File: src/rtl/hazard_stall_unit.sv
// Load-use hazard detector: tracks outstanding loads per register with saturating
// 2-bit counters and stalls the ID stage until the producing load has written back.
module hazard_stall_unit #(
    parameter int NREG = 16
) (
    input  logic             clk,
    input  logic             rst_n,
    input  logic [3:0]       rs_id,
    input  logic [3:0]       rt_id,
    input  logic [3:0]       rd_id,
    input  logic             use_rs_id,
    input  logic             use_rt_id,
    input  logic             use_rd_id,
    input  logic             valid_id,
    input  logic             flush_id,
    input  logic             rf_wen_id,
    input  logic             mem2reg_id,
    input  logic [3:0]       rf_waddr_id,
    input  logic             rf_wen_memwb,
    input  logic             mem2reg_memwb,
    input  logic [3:0]       rf_waddr_memwb,
    output logic             stall,
    output logic             bubble_idex,
    output logic [NREG-1:0]  pending_mask,
    output logic [15:0]      stall_count,
    output logic             sb_err
);

    logic [15:0] busy;
    logic [15:0] err_vec;
    logic        hit_rs, hit_rt, hit_rd;
    logic        hazard;
    logic        issue;
    logic        retire;
    logic        sb_err_q, sb_err_d;
    logic [15:0] stall_count_q, stall_count_d;

    assign hit_rs = use_rs_id & (rs_id != 4'd0) & busy[rs_id];
    assign hit_rt = use_rt_id & (rt_id != 4'd0) & busy[rt_id];
    assign hit_rd = use_rd_id & (rd_id != 4'd0) & busy[rd_id];

    assign hazard = valid_id & ~flush_id & (hit_rs | hit_rt | hit_rd);
    assign issue  = valid_id & ~flush_id & ~hazard & rf_wen_id & mem2reg_id
                    & (rf_waddr_id != 4'd0);
    assign retire = rf_wen_memwb & mem2reg_memwb & (rf_waddr_memwb != 4'd0);

    assign stall       = rst_n & hazard;
    assign bubble_idex = stall;

    assign pending_mask[0] = 1'b0;

    genvar gi;
    generate
        for (gi = 0; gi < 16; gi++) begin : g_slot
            if (gi >= 1 && gi < NREG) begin : g_reg
                logic [1:0] cnt_q, cnt_d;
                logic       pend_q;
                logic       inc, dec, err;

                assign inc = issue  & (rf_waddr_id    == 4'(gi));
                assign dec = retire & (rf_waddr_memwb == 4'(gi));

                // A same-cycle issue and retire on one register cancel out.
                always_comb begin
                    cnt_d = cnt_q;
                    err   = 1'b0;
                    if (inc && !dec) begin
                        if (cnt_q == 2'd3) err = 1'b1;
                        else               cnt_d = cnt_q + 2'd1;
                    end else if (dec && !inc) begin
                        if (cnt_q == 2'd0) err = 1'b1;
                        else               cnt_d = cnt_q - 2'd1;
                    end
                end

                always_ff @(posedge clk) begin
                    if (!rst_n) begin
                        cnt_q  <= 2'd0;
                        pend_q <= 1'b0;
                    end else begin
                        cnt_q  <= cnt_d;
                        pend_q <= (cnt_d != 2'd0);
                    end
                end

                assign busy[gi]         = (cnt_q != 2'd0);
                assign err_vec[gi]      = err;
                assign pending_mask[gi] = pend_q;
            end else begin : g_none
                assign busy[gi]    = 1'b0;
                assign err_vec[gi] = 1'b0;
            end
        end
    endgenerate

    always_comb begin
        sb_err_d      = sb_err_q | (|err_vec);
        stall_count_d = stall_count_q;
        if (stall && stall_count_q != 16'hFFFF)
            stall_count_d = stall_count_q + 16'd1;
    end

    always_ff @(posedge clk) begin
        if (!rst_n) begin
            sb_err_q      <= 1'b0;
            stall_count_q <= 16'd0;
        end else begin
            sb_err_q      <= sb_err_d;
            stall_count_q <= stall_count_d;
        end
    end

    assign sb_err      = sb_err_q;
    assign stall_count = stall_count_q;

endmodule

File: config.mk
export PLATFORM = sky130hd
export DESIGN_NAME = hazard_stall_unit
export DESIGN_NICKNAME = d
export VERILOG_FILES = /design/src/rtl/hazard_stall_unit.sv
export SDC_FILE = /design/constraint.sdc
export NUM_CORES = 1
export LEC_CHECK = 0
export CAP_MARGIN = 5
export CORE_AREA = 2 2 116 118
export CTS_CLUSTER_DIAMETER = 150
export DETAILED_ROUTE_END_ITERATION = 16
export DIE_AREA = 0 0 118 120
export SYNTH_ARGS = -nofsm -noshare
export SYNTH_HDL_FRONTEND = slang
export SYNTH_SLANG_ARGS = --single-unit
File: constraint.sdc
create_clock -name clk -period 4.75 [get_ports clk]
set_input_delay 0.7125 -clock clk [delete_from_list [all_inputs] [get_ports clk]]
set_output_delay 0.7125 -clock clk [all_outputs]
set_load 0.03 [all_outputs]
Word-level counts from Yosys, hierarchy flattened
Cells that the tools add are included.
W data, S select, Z words.
{"block": "totals", "regBits": 62, "latch_bits": 0, "mem_bits_rw": 0, "rom_bits": 0, "in_bits": 31, "output_inout_bits": 35, "elab_cells": 400, "memories": 0}
{"block": "classes", "addsub": 31, "multipliers": 0, "div_mod_pow": 0, "n_lt_le_gt_ge": 3, "n_eq_ne": 46, "n_shift": 0, "mux": 126, "bitwise_logic": 50, "n_reduce_logical": 112}
{"op": "$mux W2", "count": 60}
{"op": "$eq A4 B4 Y1 const B", "count": 16}
{"op": "$mux W1", "count": 63}
{"op": "$reduce_bool A2 Y1", "count": 30}
{"op": "$and A1 B1 Y1", "count": 45}
{"op": "$eq A4 B3 Y1 const B", "count": 8}
{"op": "$logic_and A1 B1 Y1", "count": 31}
{"op": "$add A2 B1 Y2 const B", "count": 15}
{"op": "$eq A2 B2 Y1 const B", "count": 15}
{"op": "$logic_not A1 Y1", "count": 30}
{"op": "$logic_not A2 Y1", "count": 15}
{"op": "$sub A2 B1 Y2 const B", "count": 15}
{"op": "$reduce_bool A4 Y1", "count": 5}
{"op": "$add A16 B1 Y16 const B", "count": 1}
{"op": "$eq A4 B2 Y1 const B", "count": 4}
{"op": "$ne A16 B16 Y1 const B", "count": 1}
{"op": "$lt A4 B5 Y1 const B", "count": 3}
{"op": "$reduce_or A15 Y1", "count": 1}
{"op": "$bmux W1 S4", "count": 3}
{"op": "$eq A4 B1 Y1 const B", "count": 2}
{"op": "$or A1 B1 Y1", "count": 3}
{"op": "$not A1 Y1", "count": 2}

Depth between registers and ports, before layout
Gate-level depths: netlist of the first run.
{"block": "logic_depth", "depth_word": 19, "depth_mapped": 12, "ltp_nobuf": 9}

Worst setup path after synthesis of the first run
OpenSTA, ideal clock, no wires.
{"block": "synth_timing", "path_type": "input -> output", "startpoint": "in rt_id[2]", "endpoint": "out stall", "t_arrival_ps": 3175, "t_required_ps": 4038, "slack_ps": 862, "cell_stages": 9, "path_buffers": 4, "cell_sequence": "clkbuf_1 -> mux4_2 -> mux2_2 -> o32a_1 -> o211a_4 -> buf_2 -> buf_2 -> nor2_1 -> buf_4"}
{"block": "synth_via", "elab_chain_cells": 7, "elab_cells_between_ends": 9, "cone_classes": "2 x mux; 6 x bitwise; 1 x reduce/logical"}
{"item": "start: declaration", "line": "9", "text": "input logic [3:0] rt_id,"}
{"item": "$bmux W1 S4 or $reduce_bool A4 Y1 (tied branches)", "line": "39", "text": "assign hit_rt = use_rt_id & (rt_id != 4'd0) & busy[rt_id];"}
{"item": "$mux W1 (not written as such) or $and A1 B1 Y1 (tied branches)", "line": "39"}
{"item": "$and A1 B1 Y1 (*)", "line": "39"}
{"item": "$or A1 B1 Y1 (*) (2 in a row)", "line": "42", "text": "assign hazard = valid_id & ~flush_id & (hit_rs | hit_rt | hit_rd);"}
{"item": "$and A1 B1 Y1 (*)", "line": "42"}
{"item": "$and A1 B1 Y1 (*)", "line": "47", "text": "assign stall = rst_n & hazard;"}
{"item": "end: declaration", "line": "22", "text": "output logic stall,"}
Mark *: on every way between the ends. The rest lies on a longest branch, timed or not. The select of a mux whose other input is x is not followed.

Worst setup path after layout of the first run
Ends and elaborated chain as after synthesis.

==> flow_metrics.env, run 1 <==
export IMPL_skew_ns=0.01051
export IMPL_area_growth_pct=20.05
export IMPL_worstMarginPinSlew_ns=0.9677
export IMPL_cpMostUsedCell="clkdlybuf4s50_1"
export IMPL_cts_tree="yes"
export IMPL_rsz0062_at_grt="no"
export IMPL_syn_nets=630
export IMPL_maxSlewHeadroom_pct=34.64
export IMPL_netlist_instances=598
export IMPL_crit_chain="clkdlybuf4s50_1 > mux4_2 > mux2_2 > o32a_1 > o211a_4 > nor2_1 > clkdlybuf4s50_1"
export IMPL_timing_rr_end="g_slot[3].g_reg.cnt_q[0]$_SDFF_PN0_"
export IMPL_fin_nets=658
export IMPL_port_buffers=64
export IMPL_drt_wirelength_per_cell_um=18.08
export IMPL_maxCapViolCount=0
export IMPL_via_per_inst=5.678
export IMPL_die_w_um=118
export IMPL_synth_edff_count=0
export IMPL_min_delay_start="g_slot[5].g_reg.cnt_q[1]$_SDFF_PN0_"
export IMPL_synth_most_common_cell="nor2_1"
export IMPL_clock_tree_buffer_depth=2
export IMPL_clkSinkCount=62
export IMPL_rows=42
export IMPL_period_minus_slack_ns=4.127
export IMPL_slowest_delay_ns=0.70
export IMPL_drive_gt1_share_pct=6.973
export IMPL_holdPathEnd="g_slot[5].g_reg.cnt_q[1]$_SDFF_PN0_"
export IMPL_finalNonFillerCells=807
export IMPL_r2r_cells=9
export IMPL_synth_top_cell_by_area="dfxtp_1"
export IMPL_total_power_uw=1313
export IMPL_antenna_cells=0
export IMPL_fin_crit_sh_pct=86.89
export IMPL_synth_seq_cells=62
export IMPL_critPathArrivalTime_ns=3.41
export IMPL_drt_pass1_iterations=5
export IMPL_clock_fmax_mhz=242.3
export IMPL_core_mm2=0.01298
export IMPL_slew_viol_final=0
export IMPL_clkSlewWorstSetupHoldPaths_ns=0.05
export IMPL_crit_type="primary input to output pin"
export IMPL_ys_seq_area_share_pct=27.82
export IMPL_synth_area_top_cells="dfxtp_1 28%, nor2_1 6.2%, nand2_1 4.3%"
export IMPL_dp_cells=791
export IMPL_ys_flop_type="dfxtp_1"
export IMPL_die_y_um=120
export IMPL_initialDrtViolationCount=427
export IMPL_ctsHoldBuffers=0
export IMPL_crit_fanout=8
export IMPL_vias=4582
export IMPL_cts_resized=0
export IMPL_antenna_left=0
export IMPL_grt_max_degree=54
export IMPL_worstReg2RegStart="g_slot[2].g_reg.cnt_q[0]$_SDFF_PN0_"
export IMPL_hold_depth=2
export IMPL_drt_wl_total_um=14590
export IMPL_setup_tns_final_ns=0
export IMPL_place_gp_congestion=0.9304
export IMPL_initial_core_util_pct=34.37
export IMPL_dp_hpwl_um=11090
export IMPL_synth_async_sr_flop_share_pct=0
export IMPL_yosysTopAreaCellShare_pct=27.82
export IMPL_overflow=0
export IMPL_setup_violations=0
export IMPL_ys_top_cells_by_count="74 x nor2_1, 62 x dfxtp_1, 51 x nand2_1, 37 x a21oi_1, 31 x nor3_1"
export IMPL_htreeDepth=3
export IMPL_die_area_mm2=0.01416
export IMPL_cp_slowest_cell="clkdlybuf4s50_1"
export IMPL_avgSynthCellArea_um2=7.461
export IMPL_crit_path_end_kind="output pin"
export IMPL_cts_buffers=9
export IMPL_grt_pass1_vias=4281
export IMPL_grt_usage_pct=20.91
export IMPL_grt_pass1_wl_um=23060
export IMPL_clockRootBuffer="clkbuf_16"
export IMPL_p_leak_uw=0.001762
export IMPL_required_ns=4.04
export IMPL_synth_area_mm2=0.004462
export IMPL_post_cts_buffers=0
export IMPL_ys_warn_count=0
export IMPL_antenna_found_initial=0
export IMPL_finalHoldViolations=0
export IMPL_status="complete, no violations"
export IMPL_cp_start_kind="primary input"
export IMPL_drcViolationCount=0
export IMPL_ios=66
export IMPL_power_density_mw_per_mm2=245.2
export IMPL_hold_path_class="flip-flop to flip-flop"
export IMPL_clock_latency_ns=0.35
export IMPL_peakVddDrop_uv=142.0
export IMPL_synthDistinctLibCells=71
export IMPL_r2r_slack_ns=1.44
## cell usage in the layout (no fill, tap or decap), types with 4 or more instances in the layout
cell type,netlist,routed
nor3b_1,7,7
and3_1,13,13
inv_1,15,15
nand2_1,51,51
xnor2_1,11,11
clkdlybuf4s50_1,0,64
a221oi_1,4,4
and2_1,8,8
a31oi_1,16,16
nand3_1,24,24
nand2b_1,13,13
mux2i_1,5,5
o21a_1,8,8
nor2_1,74,74
or2_2,4,4
nor4_1,4,4
nand4_1,12,12
nor2b_1,6,6
nand3b_1,5,5
clkbuf_16,0,9
nor3_1,31,31
buf_4,19,5
dfxtp_1,62,62
and4_1,4,4
a21oi_1,37,37
a21o_1,4,4
o21ai_0,30,30
maj3_1,9,9
a211oi_1,7,7
xor2_1,9,9
o211ai_1,5,5
## worst max path at each step
stage	start	to	slack (ns)	cells past startpoint
finish	rt_id[2]	stall	0.62	7
global route	rt_id[2]	stall	0.52	7
CTS	rt_id[2]	stall	0.63	7
detailed placement	rt_id[2]	stall	0.64	7
global placement	rt_id[2]	bubble_idex	0.66	7
floorplan	rt_id[2]	stall	0.86	9
## power by group
| group | internal (uW) | switching, uW |
|---|---|---|
| registers | 523 | 2.36 |
| clock network | 404 | 240 |
| logic | 56.4 | 87.9 |
| total | 983 | 330 |
## per-stage QoR
| stage | area (um^2) | setup slack [ns] | utilization (%) | hold slack (ns) |
|---|---|---|---|---|
| 4_1_cts | 5356 | 0.6304 | 41.27 | 0.5183 |
| 5_1_grt | 5356 | 0.5247 | 41.27 | 0.5406 |
| 3_3_place_gp | 5072 | 0.6648 | 39.08 | 0.4914 |
| 3_5_place_dp | 5072 | 0.6355 | 39.08 | 0.5113 |
| 6_report | 5356 | 0.6227 | 41.27 | 0.5170 |
| 2_1_floorplan | 4462 | 0.8624 | - | 0.4714 |
## flip-flops by register name, indices dropped and copies added, names as in the netlist
signal,count
stall_count,16
g_slot.g_reg.cnt_q,30
g_slot.g_reg.pend_q,15
sb_err,1
## kinds of logic after synthesis
| logic type | Yosys count | synth area share (%) |
|---|---|---|
| AOI/OAI and AO/OA | 148 | 21.90 |
| xor gates and xnor gates | 20 | 3.926 |
| adders and majority gates | 10 | 2.300 |
| buffers and inverters | 68 | 7.796 |
| DFF | 62 | 27.82 |
| muxes | 10 | 3.141 |
| other | 1 | 0.08405 |
| and+or+nand+nor | 279 | 33.03 |
## critical path: cells and delay by family
family	cells	cell delay [ns]
simple gates	1	0.13
mux	2	0.81
buf+inv	2	1.34
compound gates	2	0.41
## layout make-up
class                   count  area [um^2]
clock inverters             4        47.55
multi-input cells         468         2873
fillers                  1354         7624
flip-flops and latches     62         1241
well taps                 176        220.2
clock buffers              12        236.5
repair buffers             69        678.2
inverters                  16        60.06
## routing by layer
metal,GRT usage (%),share of wire (%)
met2,32.56,45
met3,3.612,6.8
met4,9.262,2.6
met5,0,0
met1,28.34,46
(Power assumes the default switching activity.)
==> inputs of run 2 (changes only) <==
--- a/constraint.sdc
+++ b/constraint.sdc
@@ -3,2 +3,2 @@
 set_output_delay 0.7125 -clock clk [all_outputs]
-set_load 0.03 [all_outputs]
+set_load 0.02 [all_outputs]
==> flow_metrics.env, run 2 (synthesis results as in run 1) <==
export IMPL_hold_path_class="flip-flop to flip-flop"
export IMPL_place_gp_congestion=0.9581
export IMPL_cp_startpoint="rt_id[2]"
export IMPL_antenna_left=0
export IMPL_maxCapViolCount=0
export IMPL_num_fill_cells=1345
export IMPL_p_leak_uw=0.001784
export IMPL_crit_type="primary input to output pin"
export IMPL_timing_rr_end="g_slot[11].g_reg.cnt_q[0]$_SDFF_PN0_"
export IMPL_clkSlewWorstSetupHoldPaths_ns=0.05
export IMPL_hold_ws_ns=0.5053
export IMPL_clock_fmax_mhz=246.6
export IMPL_r2r_cells=10
export IMPL_crit_path_end_kind="output pin"
export IMPL_hold_depth=2
export IMPL_initial_core_util_pct=34.37
export IMPL_grt_max_degree=54
export IMPL_ctsHoldBuffers=0
export IMPL_status="complete, no violations"
export IMPL_drive_gt1_share_pct=7.437
export IMPL_die_w_um=118
export IMPL_period_minus_slack_ns=4.055
export IMPL_holdPathEnd="g_slot[5].g_reg.cnt_q[1]$_SDFF_PN0_"
export IMPL_ios=66
export IMPL_final_core_util_pct=41.57
export IMPL_htreeDepth=3
export IMPL_die_y_um=120
export IMPL_rsz0062_at_grt="no"
export IMPL_crit_fanout=8
export IMPL_fin_nets=659
export IMPL_grt_usage_pct=20.78
export IMPL_required_ns=4.04
export IMPL_cts_tree="yes"
export IMPL_power_density_mw_per_mm2=256.2
export IMPL_antenna_found_initial=0
export IMPL_finalNonFillerCells=808
export IMPL_clkSinkCount=62
export IMPL_largest_register="g_slot.g_reg.cnt_q"
export IMPL_drcViolationCount=0
export IMPL_rows=42
export IMPL_worstMarginPinSlew_ns=0.9679
export IMPL_finalHoldViolations=0
export IMPL_total_power_uw=1382
export IMPL_initialDrtViolationCount=405
export IMPL_overflow=0
export IMPL_drt_wl_total_um=14670
export IMPL_via_per_inst=5.650
export IMPL_maxSlewHeadroom_pct=35.47
export IMPL_min_delay_start="g_slot[5].g_reg.cnt_q[1]$_SDFF_PN0_"
export IMPL_clock_tree_buffer_depth=2
export IMPL_area_growth_pct=20.92
export IMPL_dp_hpwl_um=11050
export IMPL_worstReg2RegStart="g_slot[5].g_reg.cnt_q[0]$_SDFF_PN0_"
export IMPL_drt_pass1_iterations=5
export IMPL_cp_start_kind="primary input"
export IMPL_vias=4565
export IMPL_grt_pass1_wl_um=23050
export IMPL_die_area_mm2=0.01416
export IMPL_clockRootBuffer="clkbuf_16"
export IMPL_dp_cells=792
export IMPL_cts_buffers=9
export IMPL_r2r_slack_ns=1.39
export IMPL_port_buffers=64
export IMPL_setup_violations=0
export IMPL_cts_resized=0
export IMPL_critPathArrivalTime_ns=3.34
export IMPL_largest_reg_flops=30
export IMPL_slew_viol_final=0
export IMPL_setup_tns_final_ns=0
export IMPL_final_cell_mix="74 x nor2_1, 64 x clkdlybuf4s50_1, 62 x dfxtp_1, 51 x nand2_1, 37 x a21oi_1"
export IMPL_grt_pass1_vias=4307
export IMPL_post_cts_buffers=0
export IMPL_antenna_cells=0
export IMPL_peakVddDrop_uv=132.7
export IMPL_core_mm2=0.01298
export IMPL_fin_crit_sh_pct=85.37
export IMPL_final_common_cell="nor2_1"
export IMPL_skew_ns=0.009513
export IMPL_drt_wirelength_per_cell_um=18.15
export IMPL_clock_latency_ns=0.35
[run 2: layout make-up]
type	count	area, um^2	area share (%)
multi-input combinational	468	2873	53.25
sequential	62	1241	23.01
timing repair buffer	70	685.7	12.71
clock buffer	10	229.0	4.244
tap	176	220.2	4.082
clock inverter	6	86.33	1.600
inverter	16	60.06	1.113
[run 2: layer usage]
layer  up-vias  part of all wire (%)  global-route usage, %
li1       2215                     -                      -
met1      2163                    46                  27.06
met2       158                    45                  32.89
met3        29                   6.4                  5.323
met4         0                   2.2                  8.208
met5         -                     0                      0
[run 2: metrics by stage]
stage               cell area, um^2  setup slack (ns)
floorplan                      4462             1.028
finish                         5395            0.6948
global placement               5080            0.7342
global route                   5395            0.5800
detailed placement             5080            0.6895
CTS                            5395            0.6852
[run 2: where the power goes]
part / switching (uW) / leakage (uW) / total (uW) / internal [uW]
sequential: 2.27 / 0.000499 / 525 / 522
combinational: 86.8 / 0.00113 / 144 / 56.8
clock: 256 / 0.000152 / 714 / 458
total: 345 / 0.00178 / 1380 / 1040
[run 2: worst max path at each step]
stage	endpoint	slack (ns)	cells after the start
detailed placement	bubble_idex	0.69	7
CTS	bubble_idex	0.69	7
global placement	bubble_idex	0.73	7
global route	bubble_idex	0.58	7
floorplan	stall	1.03	9
finish	bubble_idex	0.69	7
[run 2: worst max-delay path, cell delays in order]
cell	delay, ns
clkdlybuf4s50_1	0.65
mux4_2	0.54
mux2_2	0.27
o32a_1	0.23
o211a_4	0.18
nor2_1	0.14
clkdlybuf4s50_1	0.63
==> inputs of run 3 (changes only) <==
CORE_AREA = 8 8 96 98   (was 2 2 116 118)
DIE_AREA = 0 0 104 106   (was 0 0 118 120)
PLACE_DENSITY = 0.85   (was not set)
==> flow_metrics.env, run 3 (synthesis results as in run 1) <==
export IMPL_crit_path_end_kind="output pin"
export IMPL_setup_tns_final_ns=0
export IMPL_critPathArrivalTime_ns=3.36
export IMPL_largest_reg_flops=30
export IMPL_drt_pass1_iterations=5
export IMPL_period_minus_slack_ns=4.068
export IMPL_die_area_mm2=0.01102
export IMPL_hold_path_class="flip-flop to flip-flop"
export IMPL_dpl_worst_slack_ns=0.7012
export IMPL_clock_fmax_mhz=245.8
export IMPL_setup_violations=0
export IMPL_required_ns=4.04
export IMPL_finalNonFillerCells=738
export IMPL_place_gp_congestion=0.9538
export IMPL_antenna_cells=0
export IMPL_drt_wl_total_um=14830
export IMPL_antenna_left=0
export IMPL_fin_crit_sh_pct=85.63
export IMPL_r2r_slack_ns=1.31
export IMPL_slew_viol_final=0
export IMPL_crit_chain="clkdlybuf4s50_1 > mux4_2 > mux2_2 > o32a_1 > o211a_4 > nor2_1 > clkdlybuf4s50_1"
export IMPL_final_common_cell="nor2_1"
export IMPL_clock_tree_buffer_depth=2
export IMPL_cts_buffers=9
export IMPL_path_delay_family="buffers and inverters"
export IMPL_overflow=0
export IMPL_grt_usage_pct=25.94
export IMPL_worstMarginPinSlew_ns=0.8988
export IMPL_maxCapViolCount=0
export IMPL_grt_pass1_vias=4489
export IMPL_peakVddDrop_uv=124.0
export IMPL_crit_fanout=8
export IMPL_ios=66
export IMPL_die_w_um=104
export IMPL_fin_nets=660
export IMPL_worst_path_buf_inv=2
export IMPL_cpMostUsedCell="clkdlybuf4s50_1"
export IMPL_core_mm2=0.007845
export IMPL_post_cts_buffers=0
export IMPL_initial_core_util_pct=56.87
export IMPL_maxSlewHeadroom_pct=39.99
export IMPL_hold_depth=2
export IMPL_crit_type="primary input to output pin"
export IMPL_drt_wirelength_per_cell_um=20.09
export IMPL_grt_max_degree=54
export IMPL_vias=4752
export IMPL_finalHoldViolations=0
export IMPL_dp_cells=722
export IMPL_htreeDepth=3
export IMPL_layout_setup_ws_ns=0.6824
export IMPL_die_y_um=106
export IMPL_r2r_cells=10
export IMPL_cts_resized=0
export IMPL_cp_start_kind="primary input"
export IMPL_cp_slowest_cell="clkdlybuf4s50_1"
export IMPL_min_delay_start="g_slot[5].g_reg.cnt_q[1]$_SDFF_PN0_"
export IMPL_p_leak_uw=0.001744
export IMPL_clockRootBuffer="clkbuf_8"
export IMPL_status="complete, no violations"
export IMPL_grt_pass1_wl_um=23070
export IMPL_clkSlewWorstSetupHoldPaths_ns=0.07
export IMPL_largest_register="g_slot.g_reg.cnt_q"
export IMPL_skew_ns=0.01114
export IMPL_dp_hpwl_um=11310
export IMPL_worstReg2RegStart="g_slot[5].g_reg.cnt_q[0]$_SDFF_PN0_"
export IMPL_power_density_mw_per_mm2=232.0
export IMPL_rsz0062_at_grt="no"
export IMPL_clkSinkCount=62
export IMPL_ctsHoldBuffers=0
export IMPL_area_growth_pct=17.02
export IMPL_cts_tree="yes"
export IMPL_clock_latency_ns=0.36
export IMPL_drive_gt1_share_pct=7.741
export IMPL_rows=33
export IMPL_slowest_delay_ns=0.64
export IMPL_via_per_inst=6.439
export IMPL_initialDrtViolationCount=389
export IMPL_timing_rr_end="g_slot[4].g_reg.cnt_q[0]$_SDFF_PN0_"
export IMPL_antenna_found_initial=0
export IMPL_port_buffers=64
export IMPL_final_cell_mix="74 x nor2_1, 64 x clkdlybuf4s50_1, 62 x dfxtp_1, 51 x nand2_1, 37 x a21oi_1"
export IMPL_holdPathEnd="g_slot[5].g_reg.cnt_q[1]$_SDFF_PN0_"
export IMPL_drcViolationCount=0
-- run 3: how the worst max path moves through the flow --
stage	from	slack, ns	depth (start not counted)	to
2_1_floorplan	rt_id[2]	1.03	9	stall
3_3_place_gp	rt_id[2]	0.75	7	stall
3_5_place_dp	rt_id[2]	0.70	7	stall
4_1_cts	rt_id[2]	0.68	7	stall
5_1_grt	rt_id[2]	0.58	7	stall
6_report	rt_id[2]	0.68	7	stall
-- run 3: per-stage QoR --
step	instance area (um^2)	util, %	power, uW	hold WS, ns
final	5221	66.55	1212	0.5069
after CTS	5221	66.55	1215	0.5007
after detailed placement	4999	63.72	676.8	0.4898
after global placement	4999	63.72	675.0	0.4901
after floorplan	4462	-	617.6	0.4714
after global routing	5221	66.55	1245	0.5292
-- run 3: power by group --
| part | internal (uW) | leakage (uW) | switching (uW) | total, uW |
|---|---|---|---|---|
| Clock | 297 | 0.000109 | 246 | 543 |
| Sequential | 521 | 0.000499 | 2.23 | 524 |
| Combinational | 57.2 | 0.00114 | 87.7 | 145 |
| Total | 876 | 0.00174 | 336 | 1210 |
-- run 3: cell type report --
class,instances,area [um^2]
multi-input combinational,468,2873
fill,702,2624
sequential,62,1241
timing repair buffer,71,693.2
tap,105,131.4
clock buffer,9,123.9
clock inverter,7,98.84
inverter,16,60.06
-- run 3: worst min-delay path, delay by kind of cell, from the launching register on --
kind / cells / cell delay, ns
flops: 1 / 0.34
simple gates: 1 / 0.06
compound gates: 1 / 0.06
-- run 3: metal layers --
layer	vias to the layer above	part of all wire (%)	track usage (%)
met1	2274	43	31.22
met5	-	0	0
li1	2220	-	-
met2	224	46	43.63
met4	0	2.9	11.07
met3	34	7.4	5.989
